`src/rtl/gpio_input_pkg.sv`:
```
// gpio_input_pkg: shared defaults, debounce state type and arm length for gpio_input_capture
// Contents: DEFAULT_WIDTH, DEFAULT_DEBOUNCE_CYCLES, ARM_CYCLES, db_state_e (STABLE, COUNTING).
package gpio_input_pkg;
  localparam int DEFAULT_WIDTH = 8;
  localparam int DEFAULT_DEBOUNCE_CYCLES = 3000;
  localparam int ARM_CYCLES = 3;
  typedef enum logic {STABLE, COUNTING} db_state_e;
endpackage

```
`src/rtl/gpio_debounce_bit.sv`:
```
// gpio_debounce_bit: 2-flop synchronizer plus debounce FSM for one GPIO pin
// Ports: clk, reset (async, active-high), pin (raw input), load (end of arm phase:
//   take synchronized value with no edge), run (armed, normal operation),
//   state (debounced level), rise/fall (one-cycle registered edge events).
// Macro GPIO_INPUT_DEBOUNCE_EN: defined -> counting debounce; undefined -> state follows sync2.
module gpio_debounce_bit
  import gpio_input_pkg::*;
#(
  parameter int DEBOUNCE_CYCLES = DEFAULT_DEBOUNCE_CYCLES
) (
  input  logic clk,
  input  logic reset,
  input  logic pin,
  input  logic load,
  input  logic run,
  output logic state,
  output logic rise,
  output logic fall
);
  logic s1, s2;
`ifdef GPIO_INPUT_DEBOUNCE_EN
  localparam int CW = $clog2(DEBOUNCE_CYCLES + 1);
  db_state_e fsm;
  logic [CW-1:0] count;
  logic [CW:0] next;
  logic diff, flip;
  assign diff = run && (s2 != state);
  assign next = fsm == COUNTING ? {1'b0, count} + (CW+1)'(1) : (CW+1)'(1);
  // the cycle the count would reach the window length ends the debounce
  assign flip = diff && next == (CW+1)'(DEBOUNCE_CYCLES);
  always_ff @(posedge clk or posedge reset)
    if (reset) begin
      {s2, s1} <= '0;
      fsm <= STABLE;
      count <= '0;
      state <= 1'b0;
      rise <= 1'b0;
      fall <= 1'b0;
    end else begin
      {s2, s1} <= {s1, pin};
      state <= load || flip ? s2 : state;
      rise <= flip && s2;
      fall <= flip && !s2;
      fsm <= diff && !flip ? COUNTING : STABLE;
      count <= diff && !flip ? next[CW-1:0] : '0;
    end
`else
  always_ff @(posedge clk or posedge reset)
    if (reset) begin
      {s2, s1} <= '0;
      state <= 1'b0;
      rise <= 1'b0;
      fall <= 1'b0;
    end else begin
      {s2, s1} <= {s1, pin};
      state <= load || run ? s2 : state;
      rise <= run && s2 && !state;
      fall <= run && !s2 && state;
    end
`endif
endmodule

```
`src/rtl/gpio_input_capture.sv`:
```
// gpio_input_capture: debounced GPIO inputs with sticky edge flags and level interrupt
// Ports: clk, reset (async, active-high), gpio_io_i (raw pins), rise_en/fall_en (irq enables),
//   clr_valid/clr_mask (pending clear strobe), gpio_state (debounced level),
//   rise_pending/fall_pending (sticky edge flags), irq (registered interrupt).
// Macro GPIO_INPUT_DEBOUNCE_EN enables the per-bit debounce counters.
module gpio_input_capture
  import gpio_input_pkg::*;
#(
  parameter int WIDTH = DEFAULT_WIDTH,
  parameter int DEBOUNCE_CYCLES = DEFAULT_DEBOUNCE_CYCLES
) (
  input  logic             clk,
  input  logic             reset,
  input  logic [WIDTH-1:0] gpio_io_i,
  input  logic [WIDTH-1:0] rise_en,
  input  logic [WIDTH-1:0] fall_en,
  input  logic             clr_valid,
  input  logic [WIDTH-1:0] clr_mask,
  output logic [WIDTH-1:0] gpio_state,
  output logic [WIDTH-1:0] rise_pending,
  output logic [WIDTH-1:0] fall_pending,
  output logic             irq
);
  logic [1:0] arm_cnt;
  logic load, run;
  logic [WIDTH-1:0] rise, fall, clr;
  // arm phase lets the synchronizers fill before gpio_state is seeded
  assign load = arm_cnt == 2'(ARM_CYCLES - 1);
  assign run = arm_cnt == 2'(ARM_CYCLES);
  assign clr = clr_valid ? clr_mask : '0;
  always_ff @(posedge clk or posedge reset)
    if (reset) begin
      arm_cnt <= '0;
      rise_pending <= '0;
      fall_pending <= '0;
      irq <= 1'b0;
    end else begin
      arm_cnt <= run ? arm_cnt : arm_cnt + 2'd1;
      // a new edge overrides a simultaneous clear
      rise_pending <= (rise_pending & ~clr) | rise;
      fall_pending <= (fall_pending & ~clr) | fall;
      irq <= |((rise_pending & rise_en) | (fall_pending & fall_en));
    end
  for (genvar i = 0; i < WIDTH; i++) begin : g_bit
    gpio_debounce_bit #(.DEBOUNCE_CYCLES(DEBOUNCE_CYCLES)) u_bit (
      .clk(clk),
      .reset(reset),
      .pin(gpio_io_i[i]),
      .load(load),
      .run(run),
      .state(gpio_state[i]),
      .rise(rise[i]),
      .fall(fall[i])
    );
  end
endmodule
```
`config.mk`:
```
export PLATFORM = sky130hd
export DESIGN_NAME = gpio_input_capture
export DESIGN_NICKNAME = d
export VERILOG_FILES = /design/src/rtl/gpio_input_pkg.sv /design/src/rtl/gpio_debounce_bit.sv /design/src/rtl/gpio_input_capture.sv
export SDC_FILE = /design/constraint.sdc
export NUM_CORES = 1
export LEC_CHECK = 0
export BUFFER_PORTS_ARGS = -buffer_cell sky130_fd_sc_hd__buf_4
export CAP_MARGIN = 20
export CORE_UTILIZATION = 40
export DETAILED_ROUTE_END_ITERATION = 12
export GPL_ROUTABILITY_DRIVEN = 0
export PLACE_DENSITY = 0.68
export SLEW_MARGIN = 20
export SYNTH_ARGS = -nofsm -noshare
export SYNTH_HDL_FRONTEND = slang
export SYNTH_SLANG_ARGS = --single-unit
```
`constraint.sdc`:
```
create_clock -name clk -period 2.4 [get_ports clk]
set_input_delay 0.12 -clock clk [delete_from_list [all_inputs] [get_ports clk]]
set_output_delay 0.12 -clock clk [all_outputs]
set_load 0.005 [all_outputs]
```
==> metrics, run 1 <==
status=finished, violations left; failing checks=hold timing; post-synth net total=180; reg-to-reg endpoint=g_bit[1].u_bit.state; site row count=25; R2R Setup Slk=0.80 ns; Sequential cell area=1480 µm²; largest net degree at the start of global routing=53; YS warnings=0; multi-input logic area=510 µm²; first-pass GRT wire length=6.33 mm; critical path cell sequence=ha_1 > nor2_8 > mux2_2; Remaining Overflow, GRT=0; drt initial violations=61; fin cells=283; max-capacitance violation count=0; Slew Limit Fails=0; crit path max fanout=19; vias per inst=4.61; Layout area overhead=33.8%; Mapped Cells=143; max incr delay on CP=0.45 ns; R2R depth=3; Leakage Power=1.43 nW; Req. time, crit path=2.60 ns; fillcell total=424; sequential-to-total area share from yosys stat=70.9%; final core utilization=57.1%; max_slew headroom=44.0%; htree depth=3; clock buffer depth=2; CP startpoint kind=flop; IO buf count=59; r2r startpoint=arm_cnt[0]; Worst-Skew Late Latency=0.32 ns; Die Area=5500 µm²; DRT Wirelength=3.79 mm; DR vias=1,306; Final setup violation count=0; Root Buffer=clkbuf_8; critical path class=reg -> reg; Starting Density=42.7%; Antenna Nets Post-Route=0; worst hold-check path type=in -> async; fmax=625 MHz; antenna violations before repair=0; Post-CTS Resized=0; Post-Route Hold Slack=-0.0512 ns; drc violations=0; IO Pins=60; Slowest cell on crit path=ha_1; setup TNS=0 ns; Post-Place Cells=259; worst clock skew=0.00518 ns; post-synthesis instance area=2080 µm²; Post-CTS Repair Setup Buffers=0; Critical Path Sink Type=flop; antenna diode count=0; DR WL/cell=13.4 µm; library cells used by synthesis=17; Die Span Y=74.1 µm; Die W=74.1 µm; post-layout net count=248; detailed placement HPWL=2.82 mm; Clk pin slew, worst setup/hold paths=0.06 ns; CTS tree=done; drt first pass iters=4; top-area cell type share of the netlist area=70.9%; Clock Sinks=59; RSZ-0062 raised after global routing=no; worst vdd ir=0.375 mV; Num CTS Buffers=9; Final Hold Vio Count=51; core box area=4880 µm²; syn avg cell area=14.6 µm²; GRT Overall Usage=16.1%; PwrDens=745 nW/µm²; Slew @ Worst Pin=0.839 ns; top area cells in the synthesized netlist=dfrtp_1 71%, a21o_1 5.8%, mux2_2 4.3%, and3b_1 3.4%, buf_4 3.2%; FF+latch count, synth=59; Final Critical Period=1.60 ns; vias in the first global route=1,486; Synth area leader=dfrtp_1; Worst Path Arrival=1.80 ns; layout cells sized above 1=38.4%; Tcrit/Tclk final=66.6%
==> kinds of logic after synthesis <==
group	count (synthesis)	share of synthesized area [%]
AND/OR/NAND/NOR	34	8.95
XOR/XNOR	1	0.421
adder cells (fa/ha/maj)	2	1.20
multiplexers	9	4.81
buffers and inverters	14	4.57
AO/OA/AOI/OAI	24	9.13
flip-flops	59	70.9
==> stage by stage <==
step           setup WS (ns)  power (mW)  cell area (µm²)
4_1_cts                0.780        2.11             2790
5_1_grt                0.693        2.19             2790
6_report               0.801        2.08             2790
3_5_place_dp           0.798        1.32             2530
3_3_place_gp           0.858        1.31             2530
2_1_floorplan          0.824        1.20             2080
==> power by group <==
part / internal, mW / switching [mW]
clock network: 0.428 / 0.337
registers: 1.06 / 0.0459
logic: 0.131 / 0.0732
==> metal layers <==
layer	vias to the layer above	wire (µm)	track usage, %
li1	617	-	-
met1	639	1520	17.0
met2	46	2010	28.1
met3	4	229	6.78
met4	0	38	6.84
met5	-	0	0
==> cell usage after synthesis <==
cell / n
nand2_1: 16
mux2_2: 8
nor2_1: 8
ha_1: 2
buf_6: 1
and3b_1: 8
nand4_1: 1
dfrtp_1: 59
xnor2_1: 1
a22o_1: 4
buf_2: 1
a21o_1: 16
inv_1: 3
mux2i_1: 1
nor2_8: 1
buf_4: 9
a221oi_1: 4
==> area by class of cell <==
cell class,count,area share (%)
flip-flops and latches,59,53.0
repair buffers,68,19.0
multi-input cells,70,18.3
clock buffers,14,5.84
well taps,67,3.01
inverters,3,0.449
clock inverters,2,0.359
==> layout by cell type, fill, tap and decap left out, types with 2 or more instances in the layout <==
master,count
a21o_1,16
clkbuf_8,11
inv_1,2
mux2_2,8
buf_4,60
a22o_1,4
a221oi_1,4
dfrtp_1,59
ha_1,2
dlygate4sd3_1,8
clkbuf_1,3
and3b_1,8
nand2_1,16
clkinv_2,3
nor2_1,8
==> worst max-delay path, delay by kind of cell, from the launching register on <==
kind,cells,cell delay [ns]
AND/OR/NAND/NOR,1,0.27
multiplexers,1,0.36
flip-flops,1,0.40
adder cells (fa/ha/maj),1,0.45
==> worst max path at each step <==
stage,start,endpoint,slack (ns)
after floorplan,reset,arm_cnt[0],0.82
after global placement,arm_cnt[0],g_bit[2].u_bit.state,0.86
after global routing,arm_cnt[0],g_bit[1].u_bit.state,0.69
after detailed placement,arm_cnt[0],g_bit[1].u_bit.state,0.80
after CTS,arm_cnt[0],g_bit[1].u_bit.state,0.78
final,arm_cnt[0],g_bit[1].u_bit.state,0.80
==> repair_timing <==
item                                    4_1_cts  5_1_grt
hold buffers                                  8        0
endpoints found under the setup margin        0        0
hold endpoints to repair                      8        0
==> flip-flops by register name (all words and copies together), names as in the netlist <==
register and cells:
arm_cnt 2, fall_pending 8, g_bit.u_bit.fall 8, g_bit.u_bit.rise 8
g_bit.u_bit.s1 8, g_bit.u_bit.s2 8, g_bit.u_bit.state 8, irq 1
rise_pending 8
Note: power is estimated with default switching activity, not from simulation.
==> inputs of run 2 (changes only) <==
Clock period 2.4 ns to 1.5 ns, I/O delays scaled along.
==> metrics, run 2 (synthesis results as in run 1) <==
DRT Wirelength=3.69 mm (-2.6%); Final setup violation count=0 (unchanged); IO Pins=60 (unchanged); vias per inst=4.47 (-3.2%); fmax=734 MHz (+17%); Post-Route Hold Slack=0.0198 ns (+0.0710 ns); Leakage Power=1.45 nW (+1.5%); Placement Cell Area=2560 µm² (+0.94%); core box area=4880 µm² (unchanged); Antenna Nets Post-Route=0 (unchanged); critical path class=reg -> reg; max_slew headroom=78.0% (+34 points); Worst Path Arrival=1.56 ns (-0.24 ns); Final Hold Vio Count=0 (-100%); Root Buffer=clkbuf_8; Die Area=5500 µm² (unchanged); worst clock skew=0.00540 ns (+0.000218 ns); antenna violations before repair=0 (unchanged); GRT Overall Usage=15.5% (-0.53 points); Post-Place Cells=260 (+0.39%); CP startpoint kind=flop; Power, Total=3.26 mW (+57%); status=finished clean; Remaining Overflow, GRT=0 (unchanged); Tcrit/Tclk final=90.8% (+24 points); antenna diode count=0 (unchanged); Clk pin slew, worst setup/hold paths=0.06 ns (about the same); Worst-Skew Late Latency=0.31 ns (about the same); max-capacitance violation count=0 (unchanged); Slew Limit Fails=0 (unchanged); Layout area overhead=36.7%; most frequent cells in the layout=60 x buf_4, 59 x dfrtp_1, 16 x nand2_1, 16 x a21o_1, 13 x dlygate4sd3_1; layout cells sized above 1=38.0% (-0.42 points); most common cell after layout, fill and taps aside=buf_4; DR WL/cell=12.8 µm (-4.3%); RSZ-0062 raised after global routing=no; fillcell total=418 (-1.4%); Starting Density=42.7% (unchanged); worst vdd ir=0.521 mV (+39%); DR vias=1,286 (-1.5%); Die Span Y=74.1 µm (unchanged); Critical Path Sink Type=flop; Clock Sinks=59 (unchanged); drt first pass iters=3 (-1); Die W=74.1 µm (unchanged); worst hold-check path type=in -> reg; post-layout net count=254 (+2.4%); setup TNS=0 ns (unchanged); Post-CTS Resized=0 (unchanged); PwrDens=1150 nW/µm² (+54%); Place WS=0.138 ns (-0.660 ns); vias in the first global route=1,349 (-9.2%); Slew @ Worst Pin=0.330 ns (-0.510 ns); clock buffer depth=2 (unchanged); CTS tree=done; site row count=25 (unchanged); Final Critical Period=1.36 ns (-0.238 ns); drt initial violations=81 (+33%); final core utilization=58.3% (+1.2 points); first-pass GRT wire length=6.00 mm (-5.3%); post-route setup slack=0.138 ns (-0.662 ns); final instance area=2850 µm² (+2.2%); fin cells=288 (+1.8%); largest net degree at the start of global routing=60 (+13%); Req. time, crit path=1.70 ns (-0.90 ns); Num CTS Buffers=9 (unchanged); IO buf count=59 (unchanged); detailed placement HPWL=2.59 mm (-8.2%); drc violations=0 (unchanged); htree depth=3 (unchanged); crit path max fanout=8 (-11)
==> run 2: changes by cell type in the layout (fill, tap and decap cells not counted), sizes merged <==
cell	previous run	this run
buf	60	61
dlygate4sd3	8	13
clkinvlp	0	1
clkbuf	14	12
==> run 2: where the power goes <==
group,switching [mW],internal [mW]
clock network,0.525,0.627
registers,0.0732,1.70
logic,0.119,0.223
==> run 2: path summary, 6_finish.rpt <==
check	from	endpoint	slack, ns	cells past startpoint
worst max-delay path	arm_cnt[0]	g_bit[5].u_bit.state	0.14	3
max in group asynchronous	reset	g_bit[2].u_bit.s1	0.86	4
min in group asynchronous	reset	g_bit[0].u_bit.s1	0.39	4
worst min register to register	g_bit[1].u_bit.s1	g_bit[1].u_bit.s2	0.35	0
worst min-delay path	fall_en[4]	irq	0.02	3
worst max register to register	arm_cnt[0]	g_bit[5].u_bit.state	0.14	3
==> run 2: cell type report <==
cell class	count	area, µm²	share of cell area [%]
multi-input cells	70	510	17.9
clock inverters	3	15.0	0.527
flip-flops and latches	59	1480	51.9
inverters	3	15.0	0.527
clock buffers	12	145	5.10
repair buffers	74	601	21.1
well taps	67	83.8	2.95
==> run 2: worst max-delay path, cell delays in order, from the launching register on <==
cell and delay, ns:
dfrtp_1 0.40, ha_1 0.29, nor2_8 0.20, mux2_2 0.35
==> run 2: repair_timing <==
item                       CTS  global route
hold endpoints to repair    68             0
setup endpoints to repair    0             0
hold buffers                13             0
buffers inserted             0             0
==> run 2: routing by layer <==
metal  vias up  GRT usage (%)  share of wire, %
met4         0           10.9               1.7
met1       611           16.6                41
met2        39           26.7                52
li1        630              -                 -
met3         6           4.20               4.9
met5         -              0                 0
==> inputs of run 3 (changes only) <==
Settings changed: REMOVE_ABC_BUFFERS set to 1.
==> metrics, run 3 (synthesis results as in run 1) <==
max_slew headroom=79.9% (+1.9 points); worst hold-check path type=in -> reg; R2R Setup Slk=0.15 ns (about the same); Remaining Overflow, GRT=0 (unchanged); Leakage Power=1.48 nW (+1.8%); IO Pins=60 (unchanged); Switch Pwr=0.750 mW (+4.5%); worst vdd ir=0.721 mV (+38%); final instance area=2900 µm² (+1.8%); Placement Cell Area=2550 µm² (-0.15%); Critical Path Sink Type=flop; Clk pin slew, worst setup/hold paths=0.06 ns (about the same); Starting Density=42.7% (unchanged); Final setup violation count=0 (unchanged); multi-input logic area=510 µm² (unchanged); antenna diode count=0 (unchanged); vias in the first global route=1,335 (-1.0%); htree depth=3 (unchanged); PwrDens=1200 nW/µm² (+4.6%); Die Area=5500 µm² (unchanged); Net Sw Frac=21.6% (-0.40 points); fillcell total=411 (-1.7%); crit path max fanout=8 (unchanged); Worst Path Arrival=1.55 ns (about the same); worst clock skew=0.00459 ns (-0.000812 ns); CP startpoint kind=flop; GRT Overall Usage=14.8% (-0.76 points); clock buffer depth=2 (unchanged); drt first pass iters=4 (+1); RSZ-0062 raised after global routing=no; IO buf count=59 (unchanged); Flop pwr share=50.9% (-3.4 points); most frequent cells in the layout=60 x buf_4, 59 x dfrtp_1, 16 x nand2_1, 16 x a21o_1, 15 x dlygate4sd3_1; first-pass GRT wire length=5.84 mm (-2.5%); Final Hold Vio Count=0 (unchanged); core box area=4880 µm² (unchanged); site row count=25 (unchanged); Die W=74.1 µm (unchanged); Power, Total=3.48 mW (+6.5%); Worst-Skew Late Latency=0.32 ns (about the same); Req. time, crit path=1.70 ns (about the same); layout cells sized above 1=38.4% (+0.38 points); largest net degree at the start of global routing=60 (unchanged); Sequential cell area=1480 µm² (unchanged); fmax=740 MHz (+0.79%); Antenna Nets Post-Route=0 (unchanged); Clk network pwr share=39.2% (+3.9 points); Slew @ Worst Pin=0.301 ns (-0.0288 ns); Pint=2.73 mW (+7.0%); detailed placement HPWL=2.56 mm (-1.2%); DR WL/cell=12.5 µm (-2.1%); drt initial violations=68 (-16%); Root Buffer=clkbuf_8; critical path class=reg -> reg; Layout area overhead=39.1%; post-layout net count=256 (+0.79%); Slew Limit Fails=0 (unchanged); share of total power in combinational logic=9.9% (-0.6 points); most common cell after layout, fill and taps aside=buf_4; DR vias=1,297 (+0.86%); Die Span Y=74.1 µm (unchanged); status=finished clean; Clock Sinks=59 (unchanged); final core utilization=59.4% (+1.0 points); CTS tree=done; Final Critical Period=1.35 ns (-0.0107 ns); Worst Hold Path Cells=3 (unchanged); vias per inst=4.46 (-0.18%); max-capacitance violation count=0 (unchanged); drc violations=0 (unchanged); Tcrit/Tclk final=90.1% (-0.71 points); R2R depth=3 (unchanged); DRT Wirelength=3.65 mm (-1.1%); Num CTS Buffers=9 (unchanged); antenna violations before repair=0 (unchanged)
run 3: critical path, stage by stage (launching register included):
cell and delay (ns):
dfrtp_1 0.41, ha_1 0.28, nor2_8 0.19, mux2_2 0.35
run 3: metrics by stage:
step | hold WS [ns] | TNS, ns | cells | worst slack (ns)
floorplan | 0.106 | -1.85 | 132 | -0.0313
global placement | 0.158 | 0 | 260 | 0.190
detailed placement | 0.160 | 0 | 260 | 0.147
CTS | 0.00526 | 0 | 291 | 0.137
global route | 0.0239 | 0 | 291 | 0.0900
finish | 0.0200 | 0 | 291 | 0.149
run 3: metal layers:
layer,global-route usage [%],vias to the layer above,part of all wire (%)
li1,-,629,-
met1,17.1,613,42
met2,24.3,47,50
met3,4.34,8,6.1
met4,8.97,0,2.1
met5,0,-,0
run 3: power groups by stage:
| stage | registers (mW) | logic [mW] | clock network [mW] |
|---|---|---|---|
| floorplan | 1.79 | 0.117 | 0 |
| global placement | 1.79 | 0.311 | 0 |
| detailed placement | 1.80 | 0.319 | 0 |
| CTS | 1.77 | 0.351 | 1.42 |
| global route | 1.78 | 0.378 | 1.49 |
| finish | 1.77 | 0.343 | 1.36 |
run 3: path summary, 6_finish.rpt:
kind,end,from
setup / recovery,g_bit[5].u_bit.state,arm_cnt[0]
hold reg to reg,g_bit[3].u_bit.s2,g_bit[3].u_bit.s1
hold / removal,irq,fall_en[6]
min in group asynchronous,g_bit[1].u_bit.s1,reset
setup reg to reg,g_bit[5].u_bit.state,arm_cnt[0]
max in group asynchronous,fall_pending[5],reset
run 3: cell type report:
class / count / area share (%)
inverter: 3 / 0.389
multi-input combinational: 70 / 17.6
clock buffer: 11 / 4.88
timing repair buffer: 76 / 21.4
tap: 67 / 2.89
sequential: 59 / 51.0
clock inverter: 5 / 1.81
run 3: timing repair:
action | in CTS | in global routing
buffers inserted | 0 | 0
endpoints found under the hold margin | 68 | 0
gates resized for setup | 0 | 0
hold buffers | 15 | 0
